File: src/rtl/trace_packer_if.sv
// rtl/trace_packer_if.sv - sample-in / packed-word-out bundle for trace_packer
//
// Purpose: groups the trace sample inputs and the logger-facing word port.
//   master : the traced design plus logger side (drives samples, store_perm)
//   slave  : the packer (drives data, store, trg_event, event_pos, overflow)
// Signals:
//   ntrace     log2 of sample width (0..log2(TRB_WIDTH))
//   valid      sample valid this cycle
//   trace      sample data, low 2**ntrace bits used
//   trg        trigger qualifier for the current sample
//   flush      close the current partial word, zero-filling the rest
//   data       packed word (logger DATA_I)
//   store      word transfer strobe (logger STORE_I)
//   store_perm logger permission (logger STORE_PERM_O)
//   trg_event  stored word carries the trigger (logger TRG_EVENT_I)
//   event_pos  bit offset of the trigger sample in data (logger EVENT_POS_I)
//   overflow   sticky: at least one sample was dropped
interface trace_packer_if #(
  parameter int TRB_WIDTH       = 64,
  parameter int TRB_NTRACE_BITS = 3
);
  logic [TRB_NTRACE_BITS-1:0]   ntrace;
  logic                         valid;
  logic [TRB_WIDTH-1:0]         trace;
  logic                         trg;
  logic                         flush;
  logic [TRB_WIDTH-1:0]         data;
  logic                         store;
  logic                         store_perm;
  logic                         trg_event;
  logic [$clog2(TRB_WIDTH)-1:0] event_pos;
  logic                         overflow;

  modport master (
    output ntrace, valid, trace, trg, flush, store_perm,
    input  data, store, trg_event, event_pos, overflow
  );

  modport slave (
    input  ntrace, valid, trace, trg, flush, store_perm,
    output data, store, trg_event, event_pos, overflow
  );
endinterface

File: src/rtl/trace_packer.sv
// rtl/trace_packer.sv - packs narrow trace samples LSB-first into logger words
//
// Purpose: accumulates 2**ntrace-bit samples into TRB_WIDTH-bit words and
// hands completed words to the TraceLogger, tagging the word that holds the
// first trigger sample.
// Ports:
//   clk    clock, rising edge
//   rst_n  asynchronous active-low reset
//   bus    trace_packer_if.slave (sample inputs, logger word port)
// Storage: accumulator (acc/pos/acc_full) feeding a holding register
// (hold/hv) that the logger drains while store_perm is high.
module trace_packer #(
  parameter int TRB_WIDTH       = 64,
  parameter int TRB_NTRACE_BITS = 3
) (
  input logic           clk,
  input logic           rst_n,
  trace_packer_if.slave bus
);
  localparam int LOG2W = $clog2(TRB_WIDTH);
  localparam int PW    = LOG2W + 1;

  logic [TRB_WIDTH-1:0]       acc, hold;
  logic [LOG2W-1:0]           pos, acc_tpos, hold_tpos;
  logic                       acc_full, acc_tag, hv, hold_tag, trg_pend, overflow;
  logic [TRB_NTRACE_BITS-1:0] nt_q;

  logic                       store, hold_free, transfer, room, accept, drop;
  logic                       trg_now, complete, direct;
  logic [TRB_WIDTH-1:0]       base_acc, mask, next_acc;
  logic [LOG2W-1:0]           base_pos, base_tpos, next_tpos;
  logic                       base_tag, next_tag;
  logic [TRB_NTRACE_BITS-1:0] nt_in, cur_nt;
  logic [PW-1:0]              w, sh, sum;

  assign store = hv & bus.store_perm;

  always_comb begin
    nt_in     = (bus.ntrace > TRB_NTRACE_BITS'(LOG2W)) ? TRB_NTRACE_BITS'(LOG2W) : bus.ntrace;
    hold_free = ~hv | store;
    transfer  = acc_full & hold_free;
    // After a transfer the accumulator is empty for a sample on the same edge.
    base_acc  = transfer ? '0 : acc;
    base_pos  = transfer ? '0 : pos;
    base_tag  = transfer ? 1'b0 : acc_tag;
    base_tpos = transfer ? '0 : acc_tpos;
    room      = ~acc_full | transfer;
    accept    = bus.valid & room;
    drop      = bus.valid & ~room;
    // Width is only taken from the input at the start of a word.
    cur_nt    = (base_pos == '0) ? nt_in : nt_q;
    w         = PW'(1) << cur_nt;
    sh        = PW'(TRB_WIDTH) - w;
    mask      = {TRB_WIDTH{1'b1}} >> sh;
    trg_now   = (bus.valid & bus.trg) | trg_pend;
    next_acc  = base_acc;
    sum       = {1'b0, base_pos};
    next_tag  = base_tag;
    next_tpos = base_tpos;
    if (accept) begin
      next_acc = base_acc | ((bus.trace & mask) << base_pos);
      sum      = {1'b0, base_pos} + w;
      if (trg_now && !base_tag) begin
        next_tag  = 1'b1;
        next_tpos = base_pos;
      end
    end
    // Flush only closes a non-empty, not-yet-full word (judged before the edge).
    complete = (accept && sum == PW'(TRB_WIDTH)) ||
               (bus.flush && !acc_full && pos != '0);
    // A word completing while the holding register is free skips the
    // accumulator-full stage, so STORE can follow in the very next cycle.
    direct   = complete & ~acc_full & hold_free;
  end

  always_ff @(posedge clk or negedge rst_n) begin
    if (!rst_n) begin
      acc       <= '0;
      pos       <= '0;
      acc_full  <= 1'b0;
      acc_tag   <= 1'b0;
      acc_tpos  <= '0;
      hold      <= '0;
      hv        <= 1'b0;
      hold_tag  <= 1'b0;
      hold_tpos <= '0;
      trg_pend  <= 1'b0;
      overflow  <= 1'b0;
      nt_q      <= '0;
    end else begin
      overflow <= overflow | drop;
      if (accept)              trg_pend <= 1'b0;
      else if (drop & bus.trg) trg_pend <= 1'b1;
      if (accept && base_pos == '0) nt_q <= cur_nt;

      if (direct) begin
        acc      <= '0;
        pos      <= '0;
        acc_full <= 1'b0;
        acc_tag  <= 1'b0;
        acc_tpos <= '0;
      end else begin
        acc      <= next_acc;
        pos      <= complete ? '0 : sum[LOG2W-1:0];
        acc_full <= complete | (acc_full & ~transfer);
        acc_tag  <= next_tag;
        acc_tpos <= next_tpos;
      end

      if (direct) begin
        hold      <= next_acc;
        hv        <= 1'b1;
        hold_tag  <= next_tag;
        hold_tpos <= next_tpos;
      end else if (transfer) begin
        hold      <= acc;
        hv        <= 1'b1;
        hold_tag  <= acc_tag;
        hold_tpos <= acc_tpos;
      end else if (store) begin
        hv <= 1'b0;
      end
    end
  end

  assign bus.data      = hold;
  assign bus.store     = store;
  assign bus.trg_event = store & hold_tag;
  assign bus.event_pos = hold_tag ? hold_tpos : '0;
  assign bus.overflow  = overflow;
endmodule

File: src/flat_wrapper.sv
// flat-port wrapper written by rule: the top's interface ports become plain ports
module trace_packer_flat 
#(
  parameter int TRB_WIDTH       = 64,
  parameter int TRB_NTRACE_BITS = 3
)
  (clk, rst_n, bus_ntrace, bus_valid, bus_trace, bus_trg, bus_flush, bus_store_perm, bus_data, bus_store, bus_trg_event, bus_event_pos, bus_overflow);
  trace_packer_if #(.TRB_WIDTH(TRB_WIDTH), .TRB_NTRACE_BITS(TRB_NTRACE_BITS)) bus_i ();
  input logic clk;
  input logic rst_n;
  input wire logic [$bits(bus_i.ntrace)-1:0] bus_ntrace;
  input wire logic [$bits(bus_i.valid)-1:0] bus_valid;
  input wire logic [$bits(bus_i.trace)-1:0] bus_trace;
  input wire logic [$bits(bus_i.trg)-1:0] bus_trg;
  input wire logic [$bits(bus_i.flush)-1:0] bus_flush;
  input wire logic [$bits(bus_i.store_perm)-1:0] bus_store_perm;
  output wire logic [$bits(bus_i.data)-1:0] bus_data;
  output wire logic [$bits(bus_i.store)-1:0] bus_store;
  output wire logic [$bits(bus_i.trg_event)-1:0] bus_trg_event;
  output wire logic [$bits(bus_i.event_pos)-1:0] bus_event_pos;
  output wire logic [$bits(bus_i.overflow)-1:0] bus_overflow;
  assign bus_i.ntrace = bus_ntrace;
  assign bus_i.valid = bus_valid;
  assign bus_i.trace = bus_trace;
  assign bus_i.trg = bus_trg;
  assign bus_i.flush = bus_flush;
  assign bus_i.store_perm = bus_store_perm;
  assign bus_data = bus_i.data;
  assign bus_store = bus_i.store;
  assign bus_trg_event = bus_i.trg_event;
  assign bus_event_pos = bus_i.event_pos;
  assign bus_overflow = bus_i.overflow;
  trace_packer #(.TRB_WIDTH(TRB_WIDTH), .TRB_NTRACE_BITS(TRB_NTRACE_BITS)) u_core (.clk(clk), .rst_n(rst_n), .bus(bus_i));
endmodule
File: config.mk
export PLATFORM = sky130hd
export DESIGN_NAME = trace_packer_flat
export DESIGN_NICKNAME = d
export VERILOG_FILES = /design/src/rtl/trace_packer_if.sv /design/src/rtl/trace_packer.sv /design/src/flat_wrapper.sv
export SDC_FILE = /design/constraint.sdc
export NUM_CORES = 1
export LEC_CHECK = 0
export CAP_MARGIN = 20
export CORE_MARGIN = 4
export CORE_UTILIZATION = 40
export CTS_BUF_LIST = sky130_fd_sc_hd__clkbuf_4 sky130_fd_sc_hd__clkbuf_8 sky130_fd_sc_hd__clkbuf_16
export DETAILED_ROUTE_END_ITERATION = 16
export HOLD_SLACK_MARGIN = 0.08
export SLEW_MARGIN = 20
export SYNTH_ARGS = -nofsm -noshare
export SYNTH_HDL_FRONTEND = slang
export SYNTH_SLANG_ARGS = --single-unit
File: constraint.sdc
create_clock -name clk -period 9.8 [get_ports clk]
set_input_delay 2.45 -clock clk [delete_from_list [all_inputs] [get_ports clk]]
set_output_delay 2.45 -clock clk [all_outputs]
set_load 0.01 [all_outputs]
== Word level (Yosys, flattened, before mapping) ==
Index checks and enable logic that the tools add are counted.

* Bits in registers: 155
* Bits of input ports: 73
* Output and inout bits: 73
* Word-level logic and storage cells: 83

* Mux-type cells: 30
* Reductions and logical operators: 13
* Equality and inequality tests: 1
* Bitwise logic cells: 21
* Shifts and indexed selects: 3
* Order comparisons: 1
* Add/subtract/negate cells: 2

{| class="wikitable"
|+ Operators by type and width
! operator !! count
|-
| 64-bit 2-to-1 mux || 5
|-
| 64-bit bitwise AND || 1
|-
| 64-bit OR || 1
|-
| 64-bit by 6-bit left shift with 64-bit output || 1
|-
| 64-bit by 7-bit right shift with 64-bit output, first input constant || 1
|-
| 6-bit 2-to-1 mux || 10
|-
| 1-bit 2-to-1 mux || 12
|-
| 1-bit bitwise AND || 10
|-
| 6-bit by 7-bit adder with 7-bit output || 1
|-
| 7-bit equality test, second input constant || 1
|-
| 7-bit 2-to-1 mux || 1
|-
| 1-bit by 3-bit left shift with 7-bit output, first input constant || 1
|-
| 7-bit subtractor, first input constant || 1
|-
| 6-bit zero test || 1
|-
| 3-bit 2-to-1 mux || 2
|-
| 6-bit nonzero test || 1
|-
| 1-bit logical AND || 5
|-
| 1-bit OR || 5
|-
| 1-bit inverter || 4
|-
| 2-bit nonzero test || 2
|-
| 3-bit greater-than comparator, second input constant || 1
|-
| 3-bit nonzero test || 1
|-
| 1-bit zero test || 2
|-
| 1-bit logical OR || 1
|}

== Longest topological paths before layout ==
* Depth in word-level cells: 15
* Gate-level depth with buffers: 26
* Depth with buffers taken out: 18

== Worst setup path after synthesis ==
OpenSTA, ideal clock, no wires.

* Path kind: input port to flip-flop
* From: input bus_store_perm
* To: register u_core.hold[55], in the netlist u_core.bus.data[55]
* Stages: 24
* Data arrival time: 7.573 ns
* Library setup time: 0.133 ns
* Required time: 9.667 ns
* Slack: 2.094 ns
* Path buffers: 7
* Cell sequence: nand2b_1 -> a22oi_2 -> buf_2 -> clkbuf_1 -> a31oi_1 -> or2_2 -> ha_1 -> clkbuf_1 -> clkbuf_1 -> inv_1 -> clkbuf_1 -> ha_1 -> clkbuf_1 -> clkbuf_1 -> o211ai_1 -> a21boi_0 -> o311ai_0 -> o221ai_1 -> o21ai_0 -> mux2i_1 -> a221oi_1 -> o31ai_1 -> a2111oi_2 -> a21oi_1

* Longest elaborated chain between the ends: 15
* Elaborated cells between the ends (all ways): 25
* Those cells by class: add/sub (2); eq/ne (1); shift (3); mux (6); bitwise (9); reduce/logical (4)

{| class="wikitable"
|+ Ends and longest elaborated chain
! element !! RTL line !! source
|-
| start, declared || flat_wrapper.sv:16 || <nowiki>input wire logic [$bits(bus_i.store_perm)-1:0] bus_store_perm;</nowiki>
|-
| 1-bit bitwise AND * || trace_packer.sv:36 || <nowiki>assign store = hv & bus.store_perm;</nowiki>
|-
| 1-bit OR * || trace_packer.sv:40 || <nowiki>hold_free = ~hv | store;</nowiki>
|-
| parallel branches: the longest is 13 deep, another holds 7-bit subtractor || n/a ||
|-
| end signal, assigned || trace_packer.sv:111 || <nowiki>hold <= next_acc;</nowiki>
|-
| end, declared || trace_packer.sv:23 || <nowiki>logic [TRB_WIDTH-1:0] acc, hold;</nowiki>
|}

Mark *: on every way between the ends.
A chain may end at the register's enable or synchronous reset.

== Final worst setup path ==
* From: input bus_store_perm
* To: register u_core.hold[40], in the netlist u_core.bus.data[40]

Same word-level chain as after synthesis.

==> results by group <==
Min path
  – Hold depth: 1
  – Worst Hold Path EP: u_core.bus.overflow
  – Worst min path class: register to register
  – Hold_sp: u_core.bus.overflow

Cells and area
  – Final Net Count: 1909
  – Layout cell share with drive strength beyond 1: 10.34%
  – N_diodes: 0
  – Core Util, Final: 48.09%
  – Area grow syn2layout: 18.64%
  – Fill cells: 3381

Logic synthesis
  – Async SR Flop Fraction: 100.0%
  – Simple logic cell fraction of the synthesized area: 22.18%
  – Syn_area_per_cell: 7.754 µm²
  – Post-synthesis mux area share: 8.929%
  – Post-Synth XOR/XNOR Area: 0.5799%
  – Synth Flop Type: dfrtp_1
  – Sequential fraction of the synthesis area: 28.53%
  – Cell taking the most area after synthesis: dfrtp_1
  – Synth top area cells: dfrtp_1 (29%), nand2_1 (6.9%), a21oi_1 (6.2%), nor2_1 (4.6%), mux2i_1 (3.5%)
  – Syn nets: 1838
  – Netlist Area Pre-Place: 0.01359 mm²
  – Count of cell types in the netlist: 95
  – Area share of the largest cell type after synthesis: 28.53%
  – Adder-cell share of the synthesized area: 1.160%
  – Largest family of logic cells by synthesized area: compound AO/OA/AOI/OAI gates
  – Post-synthesis instance total: 1753
  – Compound-Gate Fraction of Synth Area: 33.04%
  – YS warnings: 0
  – Synthesized flop and latch total: 155
  – EDFF count, synth: 0

Setup path
  – Type of origin of the critical path: input pin
  – Worst R2R Setup Slack: 2.87 ns
  – Worst Setup Path Type: input pin to register
  – Worst path arrival time: 8.97 ns
  – Data required time of the worst path: 10.09 ns
  – R2r startpoint: u_core.pos[0]
  – Crit end category: register
  – RR Endpoint: u_core.bus.data[40]
  – Crit Path Max Fanout: 35
  – R2R depth: 17

Placement
  – DP Wirelength: 49.81 mm
  – Final GP Congestion: 1.027
  – I/O Buffers: 145
  – Pre-CTS setup slack: 0.9501 ns

Clocking
  – Clk slew on worst S/H paths: 0.08 ns
  – Setup Buffers After CTS: 0
  – Clock Tree Buf Depth: 2
  – # H-tree levels: 4
  – Clock root buffer: clkbuf_16
  – Clock sinks: 155
  – CTS tree: built
  – Num CTS Buffers: 17
  – CTS resizes: 0
  – Skew-Pair Late Insertion Delay: 0.44 ns
  – Hold buffer count at CTS: 0

Global routing
  – Gr usage total: 35.67%
  – First-pass GRT wire length: 99.64 mm
  – Total grt overflow: 0
  – Vias in the first global route: 14910
  – Initial antenna violation count: 0
  – Largest net degree at the start of global routing: 112

Power and ir drop
  – Pwr Total: 7350 µW
  – P_sw: 4129 µW
  – Pwr Density: 455.8 mW/mm²
  – Worst VDD drop: 0.1936 mV
  – Internal power: 3221 µW
  – Sequential share of power: 15.5%
  – Pleak: 0.006477 µW
  – Sw frac: 56.17%
  – Comb pwr share: 74.7%
  – Clock Power Share: 9.7%

Route
  – Routed length per placed instance: 29.14 µm
  – Drt total wl: 66.60 mm
  – Routed Antenna Nets: 0
  – Vias/cell: 6.826
  – DRC viols: 0
  – Via Count: 15600
  – First-pass DRT Iterations: 6
  – Iter 0 DRT Violations: 2255

STA
  – Hold Fails Final Rpt: 0
  – Worst slew margin: 25.67%
  – Fin crit share: 88.60%
  – Setup Skew: 0.01322 ns
  – Fin. max-slew vios: 0
  – WHS: 0.4676 ns
  – Unrepaired setup endpoints after global routing: false
  – Final worst setup slack: 1.117 ns
  – Worst slew pin tran: 1.115 ns
  – Final Setup Violations: 0
  – Setup TNS: 0 ns
  – Post-layout min period: 8.683 ns
  – Max Freq: 0.1152 GHz

Die
  – Rows: 67
  – Initial Util: 40.54%
  – Die area: 0.03700 mm²
  – Core area: 0.03353 mm²
  – DIE WIDTH: 192.3 µm
  – IO Pins: 146
  – Die height: 192.3 µm

Flow run
  – Max cap viols: 0

Outcome
  – Status: complete, no violations
-- cells in the mapped netlist (all sizes together), types with 7 or more instances --
cell type / instances
clkbuf: 95
o211a: 9
a2111oi: 7
a211oi: 38
nor4: 9
a221oi: 17
and2: 28
dfrtp: 155
o31a: 9
o21a: 12
a32oi: 9
mux4: 16
o211ai: 28
o32ai: 8
o311ai: 9
o31ai: 12
o22ai: 45
o21ai: 78
buf: 57
nand3: 45
a21o: 9
a21boi: 8
nor2b: 16
nor2: 169
o22a: 20
nand2b: 16
a311oi: 8
and3: 46
nand2: 249
ha: 11
a21oi: 168
a22oi: 24
a32o: 8
o221ai: 17
a31oi: 32
inv: 32
nor3: 37
mux2: 32
a211o: 12
nand4: 11
a22o: 7
mux2i: 48
-- power groups by stage --
stage               Clock, µW  Combinational [µW]  Sequential (µW)
floorplan                   0                3270             1130
global placement            0                5320             1140
detailed placement          0                5300             1150
CTS                       727                5320             1140
global route              756                5820             1170
finish                    715                5490             1140
-- stage by stage --
stage | instance area, µm² | instances
6_report | 16130 | 2285
5_1_grt | 16130 | 2285
4_1_cts | 16130 | 2285
3_5_place_dp | 15490 | 2253
3_3_place_gp | 15480 | 2252
2_1_floorplan | 13590 | 1753
-- how the worst max path moves through the flow --
| stage | slack [ns] | startpoint | endpoint |
|---|---|---|---|
| floorplan | 2.09 | bus_store_perm | u_core.bus.data[55] |
| global placement | 0.48 | bus_store_perm | u_core.bus.data[40] |
| detailed placement | 0.95 | bus_store_perm | u_core.bus.data[40] |
| CTS | 1.36 | bus_store_perm | u_core.bus.data[40] |
| global route | 0.89 | bus_store_perm | u_core.bus.data[40] |
| finish | 1.12 | bus_store_perm | u_core.bus.data[40] |
-- registers in the layout, indices dropped and copies added (netlist names), 3 cells and up --
register,count
u_core.bus.data,64
u_core.nt_q,3
u_core.hold_tpos,6
u_core.pos,6
u_core.acc_tpos,6
u_core.acc,64
-- worst max-delay path, cell delays in order --
cell and delay (ns):
clkdlybuf4s50_1 0.47, nand2b_1 0.17, buf_4 0.20, a221oi_1 0.93, a21oi_1 0.25, or2_2 0.43, ha_1 0.22, buf_4 0.28
nor2b_1 0.51, a22oi_1 0.24, mux2i_2 0.75, o32ai_1 0.30, a22o_1 0.35, o21ai_0 0.17, o21ai_1 0.17, a2111oi_0 0.74
buf_4 0.23, a21oi_1 0.08
-- routing by layer --
layer / part of all wire, % / vias to the layer above / routed length, µm / GRT usage (%)
met5: 0 / - / 0 / 0
met4: 3.3 / 0 / 2226 / 10.97
met3: 11 / 151 / 7019 / 6.747
met2: 44 / 1016 / 29180 / 54.16
met1: 42 / 7652 / 28170 / 51.48
li1: - / 6779 / - / -
-- cells by family after synthesis --
group	count (synthesis)
buffers and inverters	184
adders and majority gates	12
xor gates and xnor gates	9
AOI/OAI and AO/OA	642
DFF	155
muxes	96
and+or+nand+nor	655
-- cells in the final DEF, fill, tap and decap left out, drive strengths merged, types with 37 or more instances in the layout --
cell type,count
a211oi,38
a21oi,168
and3,46
buf,60
clkdlybuf4s50,144
dfrtp,155
inv,41
mux2i,48
nand2,249
nand3,45
nor2,169
nor3,37
o21ai,78
o22ai,45
-- layout make-up --
class,count,area [µm²],area share (%)
Timing Repair Buffer,204,1918,11.89
Multi-Input combinational cell,1414,9016,55.91
Clock inverter,14,193.9,1.203
Sequential cell,155,3879,24.05
Inverter,32,120.1,0.7448
Tap cell,448,560.5,3.476
Clock buffer,18,439.2,2.723
(Power assumes the default switching activity.)
